### config.mk
export PLATFORM = sky130hd
export DESIGN_NAME = video_line_meter
export DESIGN_NICKNAME = d
export VERILOG_FILES = /design/src/rtl/video_frame_checker_pkg.sv /design/src/rtl/video_frame_checker_line_meter.sv
export SDC_FILE = /design/constraint.sdc
export NUM_CORES = 1
export LEC_CHECK = 0
export BUFFER_PORTS_ARGS = -buffer_cell sky130_fd_sc_hd__buf_2
export CAP_MARGIN = 20
export CORE_UTILIZATION = 50
export CTS_BUF_LIST = sky130_fd_sc_hd__clkbuf_4
export DETAILED_ROUTE_END_ITERATION = 8
export GPL_TIMING_DRIVEN = 0
export PLACE_DENSITY = 0.69
export SYNTH_ARGS = -nofsm -noshare
export SYNTH_HDL_FRONTEND = slang
export SYNTH_SLANG_ARGS = --single-unit
export TNS_END_PERCENT = 20
### constraint.sdc
create_clock -name pixel_clk -period 3.07 [get_ports pixel_clk]
set_clock_uncertainty 0.2 [all_clocks]
set_input_delay 0.4605 -clock pixel_clk [delete_from_list [all_inputs] [get_ports pixel_clk]]
set_output_delay 0.4605 -clock pixel_clk [all_outputs]
set_load 0.005 [all_outputs]
### src/rtl/video_frame_checker_pkg.sv
// Shared types and defaults for the video frame checker.
// Optional checksum output is controlled by FRAME_CHECKER_CSUM_EN (see video_frame_checker).
package video_chk_pkg;

  localparam int HCNT_W_DEF = 12;
  localparam int VCNT_W_DEF = 11;
  localparam int LOCK_CNT_W = 4;

  typedef enum logic [0:0] {
    WAIT_VS = 1'b0,
    FRAME   = 1'b1
  } chk_state_e;

endpackage

### src/rtl/video_frame_checker_line_meter.sv
// Per-frame line measurement: pixel counter, first-line width, sticky bad-width flag, line counter.
module video_line_meter
  import video_chk_pkg::*;
#(
  parameter int HDISP  = 800,
  parameter int HCNT_W = HCNT_W_DEF,
  parameter int VCNT_W = VCNT_W_DEF
) (
  input  logic              pixel_clk,
  input  logic              pixel_rst_n,
  input  logic              blank_s1,
  input  logic              blank_s2,
  input  logic              clear,
  output logic [HCNT_W-1:0] first_w,
  output logic [VCNT_W-1:0] line_cnt,
  output logic              hbad
);

  logic [HCNT_W-1:0] pix_cnt_q, pix_cnt_d;
  logic [HCNT_W-1:0] first_w_q, first_w_d;
  logic [VCNT_W-1:0] line_cnt_q, line_cnt_d;
  logic              hbad_q, hbad_d;
  logic              line_end;
  logic              w_bad;

  assign line_end = blank_s2 & ~blank_s1;
  assign w_bad    = (pix_cnt_q != HCNT_W'(HDISP));

  // NOTE: every always_comb output gets a default first, so no path leaves a latch.
  always_comb begin
    pix_cnt_d  = pix_cnt_q;
    first_w_d  = first_w_q;
    line_cnt_d = line_cnt_q;
    hbad_d     = hbad_q;

    if (line_end)
      pix_cnt_d = '0;
    else if (blank_s1 && (pix_cnt_q != '1))
      pix_cnt_d = pix_cnt_q + 1'b1;

    // A line ending on the frame-boundary cycle opens the new frame.
    if (clear) begin
      line_cnt_d = VCNT_W'(line_end);
      first_w_d  = line_end ? pix_cnt_q : '0;
      hbad_d     = line_end & w_bad;
    end else if (line_end) begin
      if (line_cnt_q != '1)
        line_cnt_d = line_cnt_q + 1'b1;
      if (line_cnt_q == '0)
        first_w_d = pix_cnt_q;
      hbad_d = hbad_q | w_bad;
    end
  end

  // NOTE: reset is synchronous here, so it lives inside the clocked branch, not the sensitivity list.
  always_ff @(posedge pixel_clk) begin
    if (!pixel_rst_n) begin
      pix_cnt_q  <= '0;
      first_w_q  <= '0;
      line_cnt_q <= '0;
      hbad_q     <= 1'b0;
    end else begin
      pix_cnt_q  <= pix_cnt_d;
      first_w_q  <= first_w_d;
      line_cnt_q <= line_cnt_d;
      hbad_q     <= hbad_d;
    end
  end

  assign first_w  = first_w_q;
  assign line_cnt = line_cnt_q;
  assign hbad     = hbad_q;

endmodule

==> summary.txt, run 1 <==
Outcome
  – Outcome: completed

Power and ir drop
  – Pwr per Cell Area: 388 nW/um^2
  – Worst vdd ir: 0.000180 V
  – Design Power: 0.753 mW
  – Leakage: 0.765 nW

Finish
  – Antenna Cells: 0
  – Commonest non-fill, non-tap cell in the layout: dfxtp_1
  – FF+latch area: 721 sq um
  – Layout cells sized above 1: 23.3%
  – Layout area overhead: 14.2%
  – Footprint of the multi-input gates: 891 sq um
  – Final #Nets: 227
  – Commonest cells after routing, fill and taps aside: dfxtp_1, buf_2, a22o_1
  – Fillers: 287

Clock tree
  – Clk Latency, worst-skew pair: 0.34 ns
  – CTS buffer count: 5
  – CTS Hold Bufs: 0
  – TritonCTS clock tree: built
  – Post_cts resized: 0
  – Root Buffer: clkbuf_4
  – Max clock buf depth: 2
  – CTS clock-pin slew for the worst setup and hold paths: 0.10 ns
  – Postcts setup bufs: 0
  – H-tree depth: 2
  – Clock Sinks: 36

STA
  – Slew margin rel.: 69.5%
  – Peak Freq: 0.524 GHz
  – Final Hold Vio Count: 0
  – RSZ-0062 raised after global routing: false
  – TNS Setup: 0 ns
  – Setup violators final: 0
  – Worst Max-Slew Pin Slew: 0.454 ns
  – Slew Viols, Final: 0
  – Final worst-path cycle share: 62.2%
  – Min Tclk post-route: 1.91 ns

Logic synthesis
  – Sequential element share of the synthesized area: 42.4%
  – Area of the mapped netlist: 1700 sq um
  – Netlist cell types: 46
  – Syn avg cell area: 9.23 sq um
  – Mux cell area share after synthesis: 0%
  – Adder-cell area share of the yosys netlist: 2.95%
  – Synth Area in Compound Gates: 22.7%
  – Post-Synth Simple-Gate Area: 24.7%
  – Post-synth net total: 193
  – Predominant post-synthesis flop cell: dfxtp_1
  – Warnings from Yosys: 0
  – Post-synthesis xor/xnor area fraction: 2.06%
  – Asr flop ratio synth: 0%
  – Main combinational cell family by area after synthesis: simple AND/OR/NAND/NOR gates
  – Post-synth EDFFs: 0
  – #FFs+latches synth: 36
  – Synth Instances: 184

Global route
  – First-pass GRT wire length: 6400 um
  – Vias in the first global route: 1403
  – Initial antenna violation count: 0
  – GR Util All Layers: 24.2%
  – Pin count of the biggest net entering global routing: 12
  – GRT overflow: 0

Worst setup path
  – Critical path required time: 3.10 ns
  – Crit path cell chain: inv_1, ha_1, and4b_1, o211a_1, buf_2, a22o_1
  – Crit path launch type: register
  – Crit-path leading delay family: compound AO/OA/AOI/OAI gates
  – Worst Path Arrival: 1.94 ns
  – Slowest cell on the critical path: dfxtp_1
  – CP endpoint kind: register
  – Crit Path Category: reg -> reg
  – Buf/Inv on CP: 2
  – Crit-path max cell delay: 0.42 ns
  – Max FO, Critical Path: 10

Die
  – Die area: 3640 sq um
  – I/O pins: 29
  – Die height: 60.3 um
  – Core box area: 3130 sq um
  – Core Rows: 20
  – Die X: 60.3 um
  – Initial Utilization: 54.3%

Placed design
  – Detailed Place HPWL: 2760 um
  – Count of input and output buffers: 27
  – GPL Wtd Cong: 0.853

Drt
  – Routed length per instance: 14.3 um
  – DR iter-0 viols: 141
  – Via Count: 1536
  – Total iterations of the first detailed-routing run: 6
  – Post-route ant nets: 0
  – Vias per cell: 5.84
  – Final wirelength: 3770 um
  – Number of remaining DRC errors: 0

Job
  – # Max-Cap Violations: 0

Hold path
  – Worst Hold Class: in -> reg
==> sequential cells by signal (all words and copies together) (netlist names) <==
register   count
first_w       12
hbad           1
line_cnt      11
pix_cnt_q     12
==> tightest hold or removal path, stage by stage <==
cell	delay, ns
buf_6	0.12
nand3_1	0.08
a21oi_1	0.06
==> per-stage QoR <==
step                area, sq um  hold WS (ns)  setup WS, ns  utilization, %  cells
detailed placement         1890         0.252          1.09            60.4    255
finish                     1940         0.228          1.16            62.0    263
CTS                        1940         0.216          1.16            62.0    263
floorplan                  1700         0.264          1.27               -    184
global placement           1890         0.251          1.15            60.4    255
global route               1940         0.232          1.06            62.0    263
==> report_power, final <==
part	internal, mW	switching [mW]
logic	0.0165	0.0266
clock network	0.0840	0.151
registers	0.471	0.00377
==> logic make-up (layout without fill, tap and decap cells) <==
kind of cell,Yosys count,after routing
buffers and inverters,17,52
AND/OR/NAND/NOR,69,69
AO/OA/AOI/OAI,54,54
XOR/XNOR,4,4
adder cells (fa/ha/maj),4,4
flip-flops,36,36
==> routing by layer <==
metal / track usage [%] / routed length [um]
met5: 0 / 0
met4: 9.63 / 0
met3: 6.71 / 226
met2: 35.9 / 1760
met1: 32.8 / 1790
==> area by class of cell <==
type                            count  area share [%]
Inverter                            8            1.55
Clock buffer                        5            1.93
Timing Repair Buffer               27            6.96
Clock inverter                      3           0.709
Buffer                              9            2.97
Multi-Input combinational cell    131            45.9
Tap cell                           44            2.84
Sequential cell                    36            37.1
==> final timing paths <==
check,from,to,slack (ns),cells past startpoint
setup / recovery,line_cnt[0]$_SDFFE_PN0P_,first_w[9]$_SDFFE_PN0P_,1.16,6
hold / removal,blank_s1,pix_cnt_q[1]$_SDFFE_PP0P_,0.23,3
setup reg to reg,line_cnt[0]$_SDFFE_PN0P_,first_w[9]$_SDFFE_PN0P_,1.16,6
hold reg to reg,first_w[4]$_SDFFE_PN0P_,first_w[4]$_SDFFE_PN0P_,0.28,1
==> cells in the mapped netlist (2+ instances only) <==
cell type,instances,share of area [%]
o21ai_0,6,1.8
and3_1,3,1.1
nand2_1,9,2.0
o31ai_1,5,2.2
xnor2_1,2,1.0
a21boi_0,2,0.88
nor2_1,11,2.4
a21oi_1,11,3.2
a22o_1,12,6.2
a31oi_1,6,2.2
nand4_2,2,1.5
nor4_1,3,1.1
o211ai_1,2,0.88
inv_1,8,1.8
or3_1,2,0.74
nand3_1,7,2.1
clkbuf_1,2,0.44
and4_1,4,2.1
nor3_1,7,2.1
nand4_1,4,1.5
buf_2,4,1.2
a211oi_1,4,1.8
dfxtp_1,36,42
xor2_1,2,1.0
buf_6,2,1.3
or4_1,4,1.8
nand2b_1,2,0.74
ha_1,4,2.9
Power figures use the tool's default switching activity.
==> run 2, diff against run 1 <==
ABC_AREA = 1   (was not set)
PLACE_DENSITY = 0.71   (was 0.69)
clock period = 1.5 ns   (was 3.07 ns; I/O delays follow)
==> run 2 against run 1 <==
Compared with the run above:
- largest cell class unchanged
- the flow now finishes with violations (negative setup slack)
- clock power up 120%
- critical path type unchanged
- sequential share of layout area down 8.7 points
- non-clock buffer count up 15
==> summary.txt, run 2 <==
STA
  – Peak Freq: 0.635 GHz (+21%)
  – Final worst-path cycle share: 105% (+43 points)
  – TNS Setup: -0.447 ns (-0.447 ns)
  – RSZ-0062 raised after global routing: true
  – Final Hold Vio Count: 0 (unchanged)
  – Setup violators final: 16 (+16)
  – Slew Viols, Final: 0 (unchanged)
  – Final setup margin: -0.0742 ns (-1.23 ns)
  – Slew margin rel.: 55.6% (-14 points)
  – Min Tclk post-route: 1.57 ns (-0.335 ns)
  – Worst Max-Slew Pin Slew: 0.666 ns (+0.212 ns)

Finish
  – Antenna Cells: 0 (unchanged)
  – Final Core Density: 69.7% (+7.7 points)
  – Final Cell Area: 2650 sq um (+36%)
  – Commonest cells after routing, fill and taps aside: nand2_1, nor2_1, buf_2
  – Layout area overhead: 29.2%
  – Commonest non-fill, non-tap cell in the layout: nand2_1
  – Final non-filler cell total: 400 (+52%)
  – Layout cells sized above 1: 37.5% (+14 points)
  – Final #Nets: 360 (+59%)

Power and ir drop
  – Design Power: 1.70 mW (+130%)
  – Worst vdd ir: 0.000360 V (+100%)
  – Leakage: 1.03 nW (+35%)
  – Pwr per Cell Area: 641 nW/um^2 (+65%)

Logic synthesis
  – Area of the mapped netlist: 2050 sq um (+21%)
  – Syn avg cell area: 6.86 sq um (-26%)
  – Asr flop ratio synth: 0% (unchanged)
  – Warnings from Yosys: 0 (unchanged)
  – Post-synth net total: 308 (+60%)
  – Netlist cell types: 25 (-46%)
  – Sequential element share of the synthesized area: 35.1% (-7.3 points)
  – #FFs+latches synth: 36 (unchanged)
  – Post-synth EDFFs: 0 (unchanged)
  – Synth top cells by count: nand2_1, nor2_1, dfxtp_1
  – Top-count cell post-synth: nand2_1
  – Top-area cell type share of the netlist area: 35.1% (-7.3 points)
  – Synth Instances: 299 (+63%)
  – Largest cells by area after synthesis: dfxtp_1, nand2_1, nor2_1
  – Post-synth top area cell: dfxtp_1
  – Predominant post-synthesis flop cell: dfxtp_1

Drt
  – Total iterations of the first detailed-routing run: 4 (-2)
  – Via Count: 2102 (+37%)
  – Vias per cell: 5.26 (-10%)
  – DR iter-0 viols: 131 (-7.1%)
  – Final wirelength: 4960 um (+32%)
  – Routed length per instance: 12.4 um (-13%)
  – Post-route ant nets: 0 (unchanged)
  – Number of remaining DRC errors: 0 (unchanged)

Clock tree
  – H-tree depth: 2 (unchanged)
  – Max clock buf depth: 2 (unchanged)
  – Clock Sinks: 36 (unchanged)
  – Root Buffer: clkbuf_4
  – TritonCTS clock tree: built
  – CTS clock-pin slew for the worst setup and hold paths: 0.11 ns (about the same)
  – CTS buffer count: 5 (unchanged)
  – Clk Latency, worst-skew pair: 0.35 ns (about the same)

Global route
  – Met2 Use GR: 35.8% (-0.11 points)
  – Pin count of the biggest net entering global routing: 12 (unchanged)
  – GR Util All Layers: 23.1% (-1.1 points)
  – GRT Max-Usage Layer: met2
  – Vias in the first global route: 1774 (+26%)
  – GR Util met1: 31.8% (-0.99 points)
  – Grt met3 use: 5.17% (-1.5 points)
  – First-pass GRT wire length: 7800 um (+22%)
  – Initial antenna violation count: 0 (unchanged)
  – GRT overflow: 0 (unchanged)

Placed design
  – Cells after DPL: 374 (+47%)
  – Count of input and output buffers: 27 (unchanged)
  – Detailed Place HPWL: 3150 um (+14%)
  – Cell Area, Placed: 2260 sq um (+20%)
  – GPL Wtd Cong: 0.874 (+2.5%)

Job
  – # Max-Cap Violations: 0 (unchanged)

Die
  – Die X: 66.0 um (+9.5%)
  – Die area: 4360 sq um (+20%)
  – I/O pins: 29 (unchanged)
  – Die height: 66.0 um (+9.5%)
  – Core Rows: 22 (+10%)
  – Initial Utilization: 54.0% (-0.33 points)
  – Core box area: 3800 sq um (+21%)

Outcome
  – Failing checks: negative setup slack
  – Outcome: complete, but fails checks

Worst setup path
  – Critical path required time: 1.59 ns (-1.51 ns)
  – Max FO, Critical Path: 5 (-5)
  – Crit Path Category: reg -> reg
  – CP endpoint kind: register
  – Worst Path Arrival: 1.67 ns (-0.27 ns)
  – Crit path launch type: register

Hold path
  – Worst Hold Class: in -> reg
run 2: changes by cell type after synthesis, moves of 5 or more:
cell | before | now
xor2_1 | 2 | 8
nand2_2 | 1 | 11
o31ai_1 | 5 | 0
nor2_1 | 11 | 52
inv_1 | 8 | 30
nand2_1 | 9 | 62
a31oi_1 | 6 | 0
nor2_2 | 0 | 5
a22o_1 | 12 | 0
a21oi_2 | 0 | 10
nand3_1 | 7 | 26
nand4_1 | 4 | 13
run 2: area by class of cell:
type                       instances  area [sq um]
buffer                             8          66.3
clock buffer                       5          37.5
clock inverter                     3          13.8
fill                             304          1150
inverter                          32           125
multi-input combinational        225          1310
sequential                        36           752
tap                               48          60.1
timing repair buffer              43           289
run 2: critical path, stage by stage, from the launching register on:
cell       delay (ns)
dfxtp_4          0.38
inv_2            0.07
ha_4             0.14
nand2_4          0.05
nor2_4           0.17
nand2_2          0.08
nand2_4          0.10
clkbuf_16        0.15
nand2_2          0.05
a21oi_2          0.11
run 2: logic make-up (layout without fill, tap and decap cells):
family / after synthesis / count (layout) / share of synthesized area (%)
flip-flops: 36 / 36 / 35.1
AO/OA/AOI/OAI: 31 / 31 / 9.40
XOR/XNOR: 8 / 8 / 3.42
AND/OR/NAND/NOR: 180 / 182 / 40.9
adder cells (fa/ha/maj): 4 / 4 / 2.44
buffers and inverters: 40 / 91 / 8.66
run 2: worst paths after layout:
path	start	endpoint	slack, ns	cells past startpoint
max	line_cnt[1]$_SDFFE_PP0P_	first_w[10]$_SDFFE_PN0P_	-0.07	9
min reg2reg	first_w[9]$_SDFFE_PN0P_	first_w[9]$_SDFFE_PN0P_	0.28	2
min	blank_s1	pix_cnt_q[0]$_SDFFE_PP0P_	0.01	3
max reg2reg	line_cnt[1]$_SDFFE_PP0P_	first_w[10]$_SDFFE_PN0P_	-0.07	9
run 2: report_power, final:
part           internal [mW]  leakage (nW)  total, mW  switching [mW]
Sequential             0.962         0.300      0.973          0.0109
Clock                  0.172        0.0324      0.515           0.343
Combinational         0.0858         0.700      0.211           0.125
Total                   1.22          1.03       1.70           0.479
run 2: routing by layer:
metal,share of wire [%],vias up
met5,0,-
met4,1.5,0
met3,6.8,13
met2,44,85
met1,48,940
li1,-,1064
run 2: through the flow:
stage	hold slack, ns	worst slack (ns)
after floorplan	0.186	-0.0275
after global placement	0.272	-0.185
after detailed placement	0.276	-0.226
after CTS	0.0122	-0.0250
after global routing	0.0167	-0.114
final	0.0147	-0.0742
run 2: repair_timing:
item	CTS	global route
buffers inserted	10	2
hold endpoints to repair	2	0
setup endpoints to repair	33	35
pin swaps	8	21
gates resized for setup	24	36
gates cloned	2	2
hold buffers	2	0
